[src/rtl/gb_bus_pkg.sv]
// Shared definitions for the external bus arbiter: FSM encoding, arbitration modes
// and a one-hot to index helper.
package gb_bus_pkg;

    typedef enum logic [2:0] {
        StIdle,
        StSetup,
        StStrobe,
        StHold,
        StTurn
    } bus_state_e;

    localparam int unsigned ARB_FIXED = 0;
    localparam int unsigned ARB_RR    = 1;

    function automatic logic [2:0] onehot_to_idx(input logic [7:0] oh);
        logic [2:0] idx;
        idx = '0;
        for (int i = 0; i < 8; i++) begin
            if (oh[i]) idx = 3'(i);
        end
        return idx;
    endfunction

endpackage

[src/rtl/gb_rr_pick.sv]
// Combinational priority pick: first set request at or after ptr, wrapping around.
// Tie ptr to zero for plain lowest-index-wins priority.
module gb_rr_pick #(
    parameter int unsigned NUM_MASTERS = 3,
    parameter int unsigned IDX_W       = 2
) (
    input  logic [NUM_MASTERS-1:0] req,
    input  logic [IDX_W-1:0]       ptr,
    output logic [NUM_MASTERS-1:0] pick,
    output logic                   valid
);

    logic [IDX_W-1:0] idx;

    always_comb begin
        pick  = '0;
        valid = 1'b0;
        idx   = '0;
        for (int unsigned k = 0; k < NUM_MASTERS; k++) begin
            idx = IDX_W'((32'(ptr) + k) % NUM_MASTERS);
            if (!valid && req[idx]) begin
                pick[idx] = 1'b1;
                valid     = 1'b1;
            end
        end
    end

endmodule

[src/rtl/gb_ext_bus_arb.sv]
// Shared external memory bus arbiter/sequencer: picks one master, latches its access,
// and drives timed read/write strobes with optional read-to-write turnaround.
module gb_ext_bus_arb
    import gb_bus_pkg::*;
#(
    parameter int unsigned NUM_MASTERS = 3,
    parameter int unsigned ADR_W       = 21,
    parameter int unsigned DATA_W      = 8,
    parameter int unsigned STROBE_CYC  = 2,
    parameter int unsigned TURN_CYC    = 1,
    parameter int unsigned ARB_MODE    = ARB_FIXED
) (
    input  logic                          clk,
    input  logic                          n_reset,
    input  logic [NUM_MASTERS-1:0]        req,
    input  logic [NUM_MASTERS-1:0]        wr,
    input  logic [NUM_MASTERS-1:0]        lock,
    input  logic [NUM_MASTERS*ADR_W-1:0]  m_adr,
    input  logic [NUM_MASTERS*DATA_W-1:0] m_wdata,
    output logic [NUM_MASTERS-1:0]        gnt,
    output logic [NUM_MASTERS-1:0]        ack,
    output logic [DATA_W-1:0]             rdata,
    output logic [ADR_W-1:0]              bus_adr,
    output logic [DATA_W-1:0]             bus_dout,
    input  logic [DATA_W-1:0]             bus_din,
    output logic                          bus_oe,
    output logic                          n_read,
    output logic                          n_write
);

    localparam int unsigned IDX_W = (NUM_MASTERS > 1) ? $clog2(NUM_MASTERS) : 1;

    bus_state_e             state_q, state_d;
    logic [NUM_MASTERS-1:0] gnt_q, gnt_d;
    logic [IDX_W-1:0]       ptr_q, ptr_d;
    logic [ADR_W-1:0]       adr_q, adr_d;
    logic [DATA_W-1:0]      wdata_q, wdata_d;
    logic [DATA_W-1:0]      rdata_q, rdata_d;
    logic                   wr_q, wr_d;
    logic                   locked_q, locked_d;
    logic [3:0]             cnt_q, cnt_d;

    logic [NUM_MASTERS-1:0] arb_req, pick;
    logic                   pick_valid;
    logic [IDX_W-1:0]       pick_ptr, owner_idx, win_idx, next_ptr, sel_idx;
    logic                   start, turn_needed;

    assign owner_idx = IDX_W'(onehot_to_idx(8'(gnt_q)));
    assign win_idx   = IDX_W'(onehot_to_idx(8'(pick)));
    assign next_ptr  = (owner_idx == IDX_W'(NUM_MASTERS - 1)) ? '0 : owner_idx + 1'b1;

    // During HOLD the picker looks ahead at who would win next, excluding the current owner.
    assign arb_req  = (state_q == StHold) ? (req & ~gnt_q) : req;
    assign pick_ptr = (ARB_MODE == ARB_RR) ? ((state_q == StHold) ? next_ptr : ptr_q) : '0;

    gb_rr_pick #(
        .NUM_MASTERS(NUM_MASTERS),
        .IDX_W      (IDX_W)
    ) u_pick (
        .req  (arb_req),
        .ptr  (pick_ptr),
        .pick (pick),
        .valid(pick_valid)
    );

    assign turn_needed = lock[owner_idx] ? (req[owner_idx] && wr[owner_idx])
                                         : (pick_valid && wr[win_idx]);

    always_ff @(posedge clk or negedge n_reset) begin
        if (!n_reset) begin
            state_q  <= StIdle;
            gnt_q    <= '0;
            ptr_q    <= '0;
            adr_q    <= '0;
            wdata_q  <= '0;
            rdata_q  <= '0;
            wr_q     <= 1'b0;
            locked_q <= 1'b0;
            cnt_q    <= '0;
        end else begin
            state_q  <= state_d;
            gnt_q    <= gnt_d;
            ptr_q    <= ptr_d;
            adr_q    <= adr_d;
            wdata_q  <= wdata_d;
            rdata_q  <= rdata_d;
            wr_q     <= wr_d;
            locked_q <= locked_d;
            cnt_q    <= cnt_d;
        end
    end

    always_comb begin
        state_d  = state_q;
        gnt_d    = gnt_q;
        ptr_d    = ptr_q;
        adr_d    = adr_q;
        wdata_d  = wdata_q;
        rdata_d  = rdata_q;
        wr_d     = wr_q;
        locked_d = locked_q;
        cnt_d    = cnt_q;
        sel_idx  = win_idx;
        start    = 1'b0;
        unique case (state_q)
            StIdle: begin
                if (locked_q && lock[owner_idx]) begin
                    // Burst owner keeps the bus and skips arbitration.
                    if (req[owner_idx]) begin
                        start   = 1'b1;
                        sel_idx = owner_idx;
                    end
                end else begin
                    locked_d = 1'b0;
                    gnt_d    = pick;
                    start    = pick_valid;
                end
                if (start) begin
                    adr_d   = m_adr[32'(sel_idx) * ADR_W +: ADR_W];
                    wdata_d = m_wdata[32'(sel_idx) * DATA_W +: DATA_W];
                    wr_d    = wr[sel_idx];
                    cnt_d   = '0;
                    state_d = StSetup;
                end
            end
            StSetup: state_d = StStrobe;
            StStrobe: begin
                if (cnt_q == 4'(STROBE_CYC - 1)) begin
                    if (!wr_q) rdata_d = bus_din;
                    cnt_d   = '0;
                    state_d = StHold;
                end else begin
                    cnt_d = cnt_q + 1'b1;
                end
            end
            StHold: begin
                ptr_d    = next_ptr;
                locked_d = lock[owner_idx];
                cnt_d    = '0;
                if (!wr_q && (TURN_CYC > 0) && turn_needed) state_d = StTurn;
                else state_d = StIdle;
            end
            StTurn: begin
                if (cnt_q == 4'(TURN_CYC - 1)) begin
                    cnt_d   = '0;
                    state_d = StIdle;
                end else begin
                    cnt_d = cnt_q + 1'b1;
                end
            end
            default: state_d = StIdle;
        endcase
    end

    always_comb begin
        n_read  = 1'b1;
        n_write = 1'b1;
        bus_oe  = 1'b0;
        ack     = '0;
        unique case (state_q)
            StSetup:  bus_oe = wr_q;
            StStrobe: begin
                bus_oe  = wr_q;
                n_read  = wr_q;
                n_write = !wr_q;
            end
            StHold:   ack = gnt_q;
            default:  ;
        endcase
    end

    assign gnt      = gnt_q;
    assign rdata    = rdata_q;
    assign bus_adr  = adr_q;
    assign bus_dout = wdata_q;

endmodule
[config.mk]
export PLATFORM = sky130hd
export DESIGN_NAME = gb_ext_bus_arb
export DESIGN_NICKNAME = d
export VERILOG_FILES = /design/src/rtl/gb_bus_pkg.sv /design/src/rtl/gb_rr_pick.sv /design/src/rtl/gb_ext_bus_arb.sv
export SDC_FILE = /design/constraint.sdc
export NUM_CORES = 1
export LEC_CHECK = 0
export CORE_AREA = 8 8 79 115
export DETAILED_ROUTE_END_ITERATION = 16
export DIE_AREA = 0 0 87 123
export PLACE_DENSITY = 0.89
export SLEW_MARGIN = 40
export SYNTH_ARGS = -nofsm -noshare
export SYNTH_HDL_FRONTEND = slang
export SYNTH_HIERARCHICAL = 1
export SYNTH_SLANG_ARGS = --single-unit
[constraint.sdc]
create_clock -name clk -period 6.4 [get_ports clk]
set_clock_uncertainty 0.15 [all_clocks]
set_input_delay 1.28 -clock clk [delete_from_list [all_inputs] [get_ports clk]]
set_output_delay 1.28 -clock clk [all_outputs]
set_load 0.005 [all_outputs]
==> run summary <==
dpl cells -> 563
Static Leak -> 0.00215 uW
Critical Path RT -> 6.44 ns
FILL cells -> 607
Worst Path Buf+Inv -> 2
Die W -> 87 um
Post-CTS Setup Bufs -> 0
fin cells -> 571
predominant post-synthesis flop cell -> dfrtp_1
Resize count post-CTS -> 0
die height -> 123 um
CP most frequent cell -> nor2_1
Starting Density -> 0.431
I/O Buffers -> 151
status -> finished, final reports clean
most frequent cells in the layout -> clkdlybuf4s50_1, nor2_1, dfrtp_1
max incr delay on CP -> 0.62 ns
top post-synthesis cells by area -> dfrtp_1, mux2i_1, a221oi_2
Crit Path Class -> input port to flop
NumNets Final -> 581
first-pass GRT wire length -> 15.9 mm
Critical Path End Type -> flop
worst-case reg-to-reg path depth -> 13
Worst path slowest cell -> mux2i_4
Total GRT Usage -> 0.187
commonest non-fill, non-tap cell in the layout -> clkdlybuf4s50_1
Min-Delay Path Class -> flop to flop
CP max FO -> 40
Top Ports -> 152
Pins Over Slew Limit -> 0
final setup fails -> 0
sequential cell area fraction in the yosys report -> 0.381
First-pass DRT Iterations -> 4
gp weighted congestion -> 0.887
Clock Sinks -> 49
Post-CTS Hold Fix Bufs -> 0
logic gate share of total power -> 0.550
vias per inst -> 5.40
H-tree levels -> 2
WHS -> 0.357 ns
final hold viol count -> 0
Switching Share -> 0.372
synth unique cells -> 54
initial antenna violation count -> 0
NetSw -> 734 uW
Synth top area share -> 0.381
vias in the first global route -> 3234
Mapped Area -> 3220 um2
yosys warns -> 6
crit-path cells -> clkdlybuf4s50_1 > nor2b_1 > a22oi_1 > nor2_1 > or3_1 > or2_1 > nand2_1 > mux2i_4 > buf_4 > nor2_1 > a221oi_1
Diodes inserted -> 0
Pwr Density -> 397 nW/um2
power share of the clock group -> 0.159
Max transition margin -> 0.466
max frequency -> 227 MHz
total congestion overflow -> 0
Root Driver -> clkbuf_16
area leader, netlist -> dfrtp_1
Reg clk slew, reported paths -> 0.07 ns
clk buf depth -> 2
Syn Area/Cell -> 9.89 um2
min Tclk post-route -> 4.40 ns
delay-heaviest family, CP -> buffers and inverters
Slew @ Worst Pin -> 0.784 ns
Pint -> 1240 uW
share of cells above drive strength 1 -> 0.109
#FFs+latches synth -> 49
pin count of the biggest net entering global routing -> 50
TritonCTS buffer count -> 5
peak supply drop -> 0.362 mV
Tcrit/Tclk final -> 0.688
CP Depth -> 11
drt drc -> 0
Worst Hold Depth -> 1
TNS Setup -> 0 ns
Die ar. -> 10700 um2
EDFF count, synth -> 0
cell count after synthesis -> 325
CTS tree -> built
floorplan row count -> 39
Sequential Power Share -> 0.292
Arrival @ worst endpoint -> 4.44 ns
DP HPWL -> 7.86 mm
final antenna-violating net count -> 0
area delta synth->final -> 54.5%
DRT Wirelength -> 10.2 mm
Initial DRC Count -> 186
RSZ-0062 raised after global routing -> no
clk_lat worst skew -> 0.29 ns
max-capacitance violation count -> 0
vias -> 3084
core area -> 7470 um2
critical path startpoint category -> input port
drt wl/cell -> 17.9 um
fraction of registers with async set/reset -> 1.00
==> flip-flops by register name, summed over array words and instances, names as in the netlist <==
name	count
bus_adr	21
cnt_q	4
gnt	3
bus_dout	8
state_q	3
locked_q	1
rdata	8
wr_q	1
==> worst register-to-register path, delay by kind of cell, from the launching register on <==
family                 cells  cell delay (ns)
AND/OR/NAND/NOR            8             1.30
buffers and inverters      2             0.71
multiplexers               1             0.62
flip-flops                 1             0.48
AO/OA/AOI/OAI              2             0.40
==> metal layers <==
layer / vias up / wire, um / track usage
met2: 106 / 5700 / 0.352
li1: 1462 / - / -
met1: 1503 / 3680 / 0.194
met4: 0 / 225 / 0.0671
met3: 13 / 613 / 0.0486
met5: - / 0 / 0
==> cell families after synthesis <==
| family | share of synthesized area |
|---|---|
| AOI/OAI and AO/OA | 0.209 |
| xor gates and xnor gates | 0.00272 |
| adders and majority gates | 0.0272 |
| buffers and inverters | 0.0471 |
| DFF | 0.381 |
| muxes | 0.156 |
| other | 0.00117 |
| and+or+nand+nor | 0.175 |
==> per-stage QoR <==
| stage | area (um2) | total power, uW | setup slack, ns | utilization |
|---|---|---|---|---|
| after floorplan | 3230 | 1190 | 2.73 | - |
| after global placement | 4780 | 1640 | 1.64 | 0.641 |
| after global routing | 4970 | 2110 | 1.72 | 0.665 |
| after detailed placement | 4790 | 1670 | 1.67 | 0.642 |
| after CTS | 4970 | 1990 | 1.98 | 0.665 |
| final | 4970 | 1970 | 2.00 | 0.665 |
==> power groups by stage <==
stage / Sequential [uW] / Clock, uW / Combinational [uW]
after floorplan: 553 / 0 / 634
after detailed placement: 575 / 0 / 1100
final: 575 / 313 / 1080
after global placement: 571 / 0 / 1060
after global routing: 594 / 333 / 1180
after CTS: 573 / 319 / 1100
==> cells in the mapped netlist (2+ instances only) <==
| library cell | count |
|---|---|
| nand2_1 | 8 |
| nand2b_1 | 7 |
| nor3b_1 | 2 |
| o21ai_0 | 8 |
| buf_4 | 2 |
| buf_6 | 3 |
| inv_1 | 9 |
| dfrtp_1 | 49 |
| mux2i_1 | 33 |
| buf_2 | 4 |
| a221oi_1 | 11 |
| nand3_1 | 4 |
| and3b_1 | 2 |
| ha_1 | 7 |
| nor2b_1 | 7 |
| a221oi_2 | 18 |
| clkbuf_1 | 13 |
| and3_1 | 5 |
| nor2_1 | 68 |
| mux2_2 | 13 |
| a22o_1 | 2 |
| a31oi_1 | 3 |
| a21oi_1 | 10 |
| a211o_1 | 4 |
| nand3b_1 | 4 |
==> cell type report <==
cell class,count,area [um2],area share
clock buffer,6,139,0.0280
clock inverter,2,37.5,0.00755
inverter,9,33.8,0.00680
multi-input combinational,250,1880,0.378
sequential,49,1230,0.247
tap,102,128,0.0257
timing repair buffer,153,1520,0.307
==> final timing paths <==
path                                   startpoint                     end  slack, ns
max                                        req[1]  bus_adr[7]$_DFFE_PN0P_       2.00
min                          rdata[2]$_DFFE_PN0P_    rdata[2]$_DFFE_PN0P_       0.36
max reg2reg                state_q[1]$_DFFE_PN0P_  bus_adr[7]$_DFFE_PN0P_       2.65
min reg2reg                  rdata[2]$_DFFE_PN0P_    rdata[2]$_DFFE_PN0P_       0.36
max in group asynchronous                 n_reset      gnt[0]$_DFFE_PN0P_       4.79
min in group asynchronous                 n_reset    rdata[0]$_DFFE_PN0P_       0.85
(Power assumes the default switching activity.)
